[src/rtl/v_pkg.sv]
// Shared definitions for the vector load/store sequencer.
//   lsu_state_t          : controller FSM states
//   VLE8 .. VSSE32       : v_lsu_op encodings (1-6 loads, 7-12 stores)
//   is_lsu_load/store/legal : op classification helpers
//   DATAMEM_BITS/WIDTH   : data memory geometry, kept in step with constants.vh
package v_pkg;

  localparam int unsigned DATAMEM_BITS  = 10;
  localparam int unsigned DATAMEM_WIDTH = 32;

  typedef enum logic [1:0] {
    IDLE = 2'd0,
    ARM  = 2'd1,
    RUN  = 2'd2,
    CMPL = 2'd3
  } lsu_state_t;

  localparam logic [3:0] VLE8   = 4'd1;
  localparam logic [3:0] VLE16  = 4'd2;
  localparam logic [3:0] VLE32  = 4'd3;
  localparam logic [3:0] VLSE8  = 4'd4;
  localparam logic [3:0] VLSE16 = 4'd5;
  localparam logic [3:0] VLSE32 = 4'd6;
  localparam logic [3:0] VSE8   = 4'd7;
  localparam logic [3:0] VSE16  = 4'd8;
  localparam logic [3:0] VSE32  = 4'd9;
  localparam logic [3:0] VSSE8  = 4'd10;
  localparam logic [3:0] VSSE16 = 4'd11;
  localparam logic [3:0] VSSE32 = 4'd12;

  function automatic logic is_lsu_load(input logic [3:0] op);
    return (op >= VLE8) && (op <= VLSE32);
  endfunction

  function automatic logic is_lsu_store(input logic [3:0] op);
    return (op >= VSE8) && (op <= VSSE32);
  endfunction

  function automatic logic is_lsu_legal(input logic [3:0] op);
    return is_lsu_load(op) || is_lsu_store(op);
  endfunction

endpackage

[src/rtl/v_lsu_bankmux.sv]
// Routes the load/store unit bank ports onto the four data memory banks.
//   is_store   : a store op is latched (selects store unit addresses)
//   run        : controller is in RUN (gates the write enables)
//   su_addr    : store unit bank addresses, bank0 in LSBs
//   su_wdata   : store unit bank write data, bank0 in LSBs
//   lu_addr    : load unit bank addresses, bank0 in LSBs
//   bank_addr  : addresses to the banks
//   bank_wdata : write data to the banks
//   bank_we    : per-bank write enable
module v_lsu_bankmux
  import v_pkg::*;
(
  input  logic                       is_store,
  input  logic                       run,
  input  logic [4*DATAMEM_BITS-1:0]  su_addr,
  input  logic [4*DATAMEM_WIDTH-1:0] su_wdata,
  input  logic [4*DATAMEM_BITS-1:0]  lu_addr,
  output logic [4*DATAMEM_BITS-1:0]  bank_addr,
  output logic [4*DATAMEM_WIDTH-1:0] bank_wdata,
  output logic [3:0]                 bank_we
);

  always_comb begin
    bank_addr  = is_store ? su_addr : lu_addr;
    // Write data only matters while bank_we is high, so it is never muxed.
    bank_wdata = su_wdata;
    bank_we    = (is_store && run) ? 4'b1111 : 4'b0000;
  end

endmodule

[src/rtl/v_lsu_ctrl.sv]
// Sequencer for the vector load/store units. Accepts one vector memory op at a
// time, latches its configuration, takes the selected unit through a held-reset
// ARM cycle into RUN, waits for its done (or a timeout) and reports completion.
//   clk, nrst              : clock, synchronous active-low reset
//   req_*                  : request handshake and configuration from decode
//   u_*                    : latched configuration to both units
//   lu_nrst, su_nrst       : unit resets, released only in RUN
//   lu_done, su_done       : unit completion
//   su_addr, su_wdata      : store unit bank ports
//   lu_addr                : load unit bank addresses
//   bank_addr/wdata/we     : data memory bank ports
//   cmpl_valid/op/err      : one-cycle completion report
module v_lsu_ctrl
  import v_pkg::*;
#(
  parameter int unsigned TIMEOUT = 64,
  parameter int unsigned CNT_W   = 8
) (
  input  logic                       clk,
  input  logic                       nrst,
  input  logic                       req_valid,
  output logic                       req_ready,
  input  logic [3:0]                 req_op,
  input  logic [2:0]                 req_lmul,
  input  logic [2:0]                 req_vsew,
  input  logic [4:0]                 req_stride,
  input  logic [DATAMEM_BITS-1:0]    req_addr,
  output logic [3:0]                 u_op,
  output logic [2:0]                 u_lmul,
  output logic [2:0]                 u_vsew,
  output logic [4:0]                 u_stride,
  output logic [DATAMEM_BITS-1:0]    u_addr,
  output logic                       lu_nrst,
  output logic                       su_nrst,
  input  logic                       lu_done,
  input  logic                       su_done,
  input  logic [4*DATAMEM_BITS-1:0]  su_addr,
  input  logic [4*DATAMEM_WIDTH-1:0] su_wdata,
  input  logic [4*DATAMEM_BITS-1:0]  lu_addr,
  output logic [4*DATAMEM_BITS-1:0]  bank_addr,
  output logic [4*DATAMEM_WIDTH-1:0] bank_wdata,
  output logic [3:0]                 bank_we,
  output logic                       cmpl_valid,
  output logic [3:0]                 cmpl_op,
  output logic                       cmpl_err
);

  localparam logic [CNT_W-1:0] CntLast = CNT_W'(TIMEOUT - 1);
  localparam logic [CNT_W-1:0] CntMax  = {CNT_W{1'b1}};

  lsu_state_t             state_q, state_d;
  logic [3:0]             op_q, op_d;
  logic [2:0]             lmul_q, lmul_d;
  logic [2:0]             vsew_q, vsew_d;
  logic [4:0]             stride_q, stride_d;
  logic [DATAMEM_BITS-1:0] addr_q, addr_d;
  logic [CNT_W-1:0]       cnt_q, cnt_d;
  logic                   err_q, err_d;

  logic store_latched;
  logic unit_done;

  assign store_latched = is_lsu_store(op_q);
  // Only the selected unit's done counts; the other one is held in reset anyway.
  assign unit_done     = store_latched ? su_done : lu_done;

  // State register
  always_ff @(posedge clk) begin
    if (!nrst) begin
      state_q  <= IDLE;
      op_q     <= '0;
      lmul_q   <= '0;
      vsew_q   <= '0;
      stride_q <= '0;
      addr_q   <= '0;
      cnt_q    <= '0;
      err_q    <= 1'b0;
    end else begin
      state_q  <= state_d;
      op_q     <= op_d;
      lmul_q   <= lmul_d;
      vsew_q   <= vsew_d;
      stride_q <= stride_d;
      addr_q   <= addr_d;
      cnt_q    <= cnt_d;
      err_q    <= err_d;
    end
  end

  // Next-state logic
  always_comb begin
    state_d  = state_q;
    op_d     = op_q;
    lmul_d   = lmul_q;
    vsew_d   = vsew_q;
    stride_d = stride_q;
    addr_d   = addr_q;
    cnt_d    = cnt_q;
    err_d    = err_q;

    unique case (state_q)
      IDLE: begin
        if (req_valid) begin
          op_d     = req_op;
          lmul_d   = req_lmul;
          vsew_d   = req_vsew;
          stride_d = req_stride;
          addr_d   = req_addr;
          if (is_lsu_legal(req_op)) begin
            err_d   = 1'b0;
            state_d = ARM;
          end else begin
            err_d   = 1'b1;
            state_d = CMPL;
          end
        end
      end
      ARM: begin
        cnt_d   = '0;
        state_d = RUN;
      end
      RUN: begin
        // done takes priority over a timeout landing in the same cycle.
        if (unit_done) begin
          err_d   = 1'b0;
          state_d = CMPL;
        end else if (cnt_q == CntLast) begin
          err_d   = 1'b1;
          state_d = CMPL;
        end
        if (cnt_q != CntMax) begin
          cnt_d = cnt_q + CNT_W'(1);
        end
      end
      CMPL: begin
        state_d = IDLE;
      end
      default: state_d = IDLE;
    endcase
  end

  // Outputs
  always_comb begin
    req_ready  = 1'b0;
    lu_nrst    = 1'b0;
    su_nrst    = 1'b0;
    cmpl_valid = 1'b0;
    cmpl_op    = '0;
    cmpl_err   = 1'b0;

    unique case (state_q)
      IDLE: req_ready = 1'b1;
      ARM:  ;
      RUN: begin
        lu_nrst = !store_latched;
        su_nrst = store_latched;
      end
      CMPL: begin
        cmpl_valid = 1'b1;
        cmpl_op    = op_q;
        cmpl_err   = err_q;
      end
      default: ;
    endcase
  end

  assign u_op     = op_q;
  assign u_lmul   = lmul_q;
  assign u_vsew   = vsew_q;
  assign u_stride = stride_q;
  assign u_addr   = addr_q;

  v_lsu_bankmux u_bankmux (
    .is_store   (store_latched),
    .run        (state_q == RUN),
    .su_addr    (su_addr),
    .su_wdata   (su_wdata),
    .lu_addr    (lu_addr),
    .bank_addr  (bank_addr),
    .bank_wdata (bank_wdata),
    .bank_we    (bank_we)
  );

endmodule

[config.mk]
export PLATFORM = sky130hd
export DESIGN_NAME = v_lsu_ctrl
export DESIGN_NICKNAME = d
export VERILOG_FILES = /design/src/rtl/v_pkg.sv /design/src/rtl/v_lsu_bankmux.sv /design/src/rtl/v_lsu_ctrl.sv
export SDC_FILE = /design/constraint.sdc
export NUM_CORES = 1
export LEC_CHECK = 0
export BUFFER_PORTS_ARGS = -buffer_cell sky130_fd_sc_hd__buf_2
export CAP_MARGIN = 20
export CORE_AREA = 4 4 170 172
export DETAILED_ROUTE_END_ITERATION = 10
export DIE_AREA = 0 0 174 176
export PLACE_DENSITY = 0.43
export SLEW_MARGIN = 15
export SYNTH_ARGS = -nofsm -noshare
export SYNTH_HDL_FRONTEND = slang
export SYNTH_SLANG_ARGS = --single-unit
[constraint.sdc]
create_clock -name clk -period 3 [get_ports clk]
set_input_delay 0.6 -clock clk [delete_from_list [all_inputs] [get_ports clk]]
set_output_delay 0.6 -clock clk [all_outputs]
set_load 0.02 [all_outputs]
==> flow_summary.json <==
{
  "status": "finished clean",
  "hold_path_class": "flip-flop to flip-flop",
  "num_rows": 61,
  "drcViolationCount": 0,
  "cap_violations": 0,
  "hold_viol_final": 0,
  "clk_pin_slew_ns": 0.06,
  "rrSetupSlack_ns": 1.14,
  "synthToLayoutAreaGrowth_pct": 15.8,
  "core_area_um2": 27500,
  "clockRootBuffer": "clkbuf_16",
  "placed_area_um2": 3520,
  "drive_gt1_share_pct": 47.2,
  "dieWidth_um": 174,
  "layout_min_cycle_time_ns": 2.55,
  "synth_cell_types": 43,
  "path_buf_inv": 2,
  "hold_start": "u_addr[4]",
  "insertion_delay_ns": 0.28,
  "max_stage_delay_ns": 0.49,
  "antenna_found_initial": 4,
  "p_sw_mw": 0.837,
  "ys.flop_type": "dfxtp_1",
  "p_clk_share_pct": 28.4,
  "clockBufferDepth": 2,
  "dieArea_um2": 30600,
  "cp_max_fo": 41,
  "synth_area_um2": 3180,
  "power_leakage_nw": 1.66,
  "cts_tree": "yes",
  "slew_viol_final": 0,
  "yosys.area.top_type": "buf_4",
  "synth-edff-count": 0,
  "seq_power_share_pct": 28.7,
  "port_buffers": 187,
  "seq_area_um2": 721,
  "hpwl_um": 12300,
  "grt_pass1_wl_um": 19100,
  "worstMarginPinSlew_ns": 0.618,
  "cp.required_ns": 2.40,
  "first_pass_iters": 4,
  "skew_ns": 0.00256,
  "first_global_vias": 2655,
  "track_usage_pct": 8.54,
  "grt_overflow": 0,
  "ys_top_cells_by_area": "buf_4, dfxtp_1, mux2_1",
  "wirelength_met1_um": 4450,
  "vias": 2680,
  "cp_slowest_cell": "dfxtp_1",
  "switching_share_pct": 39.6,
  "grt_max_degree": 42,
  "pwr_density_cell_nw_per_um2": 573,
  "start_kind": "flip-flop",
  "io_pins": 444,
  "crit_family": "flip-flops",
  "start_util_pct": 11.6,
  "postLayoutCellArea_um2": 3690,
  "arrival_ns": 1.95,
  "synth_seq_cells": 36,
  "die_h_um": 176,
  "cts_hold_buf": 0,
  "cts-resized-gates": 0,
  "ant_nets": 0,
  "wl_met3_um": 2810,
  "p_int_mw": 1.28,
  "wl_per_cell_um": 18.2,
  "maxSlewHeadroom_pct": 58.8,
  "synth_nets": 624,
  "via_per_inst": 3.44,
  "final.fill_count": 3188,
  "r2r_cells": 6,
  "rsz0062_at_grt": "false",
  "fin_crit_sh_pct": 85.1,
  "routed_wl_um": 14200,
  "routed.top_layer": "met5",
  "timing.rr.end": "state_q[0]",
  "wl_met2_um": 6520,
  "ctsHtreeMaxLevel": 2,
  "yosysWarnings": 0,
  "synthArstFlopShare_pct": 0,
  "holdPathStages": 2,
  "yosysSeqAreaShare_pct": 22.6,
  "comb_power_share_pct": 42.9,
  "syn_inst": 381,
  "setup_viol_count_final": 0,
  "nets": 674,
  "clock-sinks": 36,
  "rr_startpoint": "state_q[0]",
  "cts_setup_buffers": 0,
  "cp_cell_sequence": "nor2_1 -> a21oi_4 -> buf_12 -> mux2_1 -> buf_2",
  "tns_ns": 0,
  "worstHoldEndpoint": "u_addr[4]",
  "cts_buffers": 5,
  "ir_worst_vdd_mv": 0.242,
  "first_iter_violations": 43,
  "yosysTopAreaCellShare_pct": 32.3,
  "multi_input_area_um2": 1380,
  "max_clock_freq_mhz": 392,
  "avgSynthCellArea_um2": 8.35,
  "gp_congestion": 0.754,
  "antenna_cells": 0,
  "crit_type": "flip-flop to output port",
  "cp-end-kind": "output port"
}
per-layer routing:
metal | vias up | GRT usage [%]
met1 | 1177 | 7.67
li1 | 1242 | -
met3 | 33 | 7.54
met2 | 220 | 14.1
met5 | - | 0.321
met4 | 8 | 2.67
placed cells by master (no fill, tap or decap), types with 2 or more instances in the layout:
cell type,Yosys,routed
a21boi_0,26,26
a31oi_1,3,3
a32oi_1,2,2
and2_1,8,8
buf_2,4,187
buf_4,137,2
clkbuf_16,0,5
dfxtp_1,36,36
ha_1,5,5
inv_1,4,4
mux2_1,38,38
mux2_2,2,2
mux2i_1,2,2
nand2_1,57,57
nand3_1,4,4
nand4_1,4,4
nor2_1,8,8
nor2b_1,2,2
o211ai_1,4,4
o21ai_1,3,3
or4_1,2,2
xnor2_1,3,3
Yosys cell counts, types with 2 or more instances:
cell / instances
a21boi_0: 26
a31oi_1: 3
a32oi_1: 2
and2_1: 8
buf_2: 4
buf_4: 137
clkbuf_1: 6
dfxtp_1: 36
ha_1: 5
inv_1: 4
mux2_1: 38
mux2_2: 2
mux2i_1: 2
nand2_1: 57
nand3_1: 4
nand4_1: 4
nor2_1: 8
nor2b_1: 2
o211ai_1: 4
o21ai_1: 3
or4_1: 2
xnor2_1: 3
stage by stage:
step                      worst slack, ns  utilization, %  std cells  hold WS (ns)  power [mW]
after global routing                0.319            13.4        778         0.488        2.26
after detailed placement            0.714            12.8        770         0.457        1.55
after CTS                           0.408            13.4        778         0.466        2.17
after floorplan                     0.746               -        381         0.468        1.44
after global placement              0.748            12.8        770         0.449        1.55
final                               0.448            13.4        778         0.462        2.11
flip-flops by register name, summed over array words and instances, names as in the netlist:
signal    count
cnt_q         8
state_q       2
u_op          4
u_stride      5
u_lmul        3
u_addr       10
u_vsew        3
err_q         1
how the worst max path moves through the flow:
stage / to / slack, ns / cells after the start / startpoint
global placement: bank_addr[14] / 0.75 / 5 / u_op[3]
floorplan: bank_we[0] / 0.75 / 6 / u_op[1]
detailed placement: bank_addr[14] / 0.71 / 5 / u_op[3]
CTS: bank_addr[14] / 0.41 / 5 / u_op[3]
global route: bank_addr[14] / 0.32 / 5 / u_op[3]
finish: bank_addr[14] / 0.45 / 5 / u_op[3]
layout make-up:
cell class	count	share of cell area [%]
clock buffers	6	3.50
clock inverters	2	0.950
inverters	4	0.407
multi-input cells	194	37.5
flip-flops and latches	36	19.5
well taps	346	11.7
repair buffers	190	26.3
cell families after synthesis:
kind of cell / synth area share, %
DFF: 22.6
muxes: 14.8
xor gates and xnor gates: 1.10
adders and majority gates: 1.97
AOI/OAI and AO/OA: 11.5
and+or+nand+nor: 13.9
buffers and inverters: 34.1
power by group through the flow:
stage,registers [mW],clock network [mW],logic (mW)
after detailed placement,0.617,0,0.932
after CTS,0.608,0.622,0.935
after global placement,0.614,0,0.931
after floorplan,0.672,0,0.770
final,0.606,0.600,0.906
after global routing,0.620,0.640,1.00
worst register-to-register path, cell delays in order (launching register included):
cell	delay, ns
dfxtp_1	0.34
inv_1	0.09
ha_1	0.34
inv_1	0.25
a31oi_1	0.29
a32oi_1	0.19
o221a_1	0.25
No activity file was read; power rests on OpenSTA's default activity.
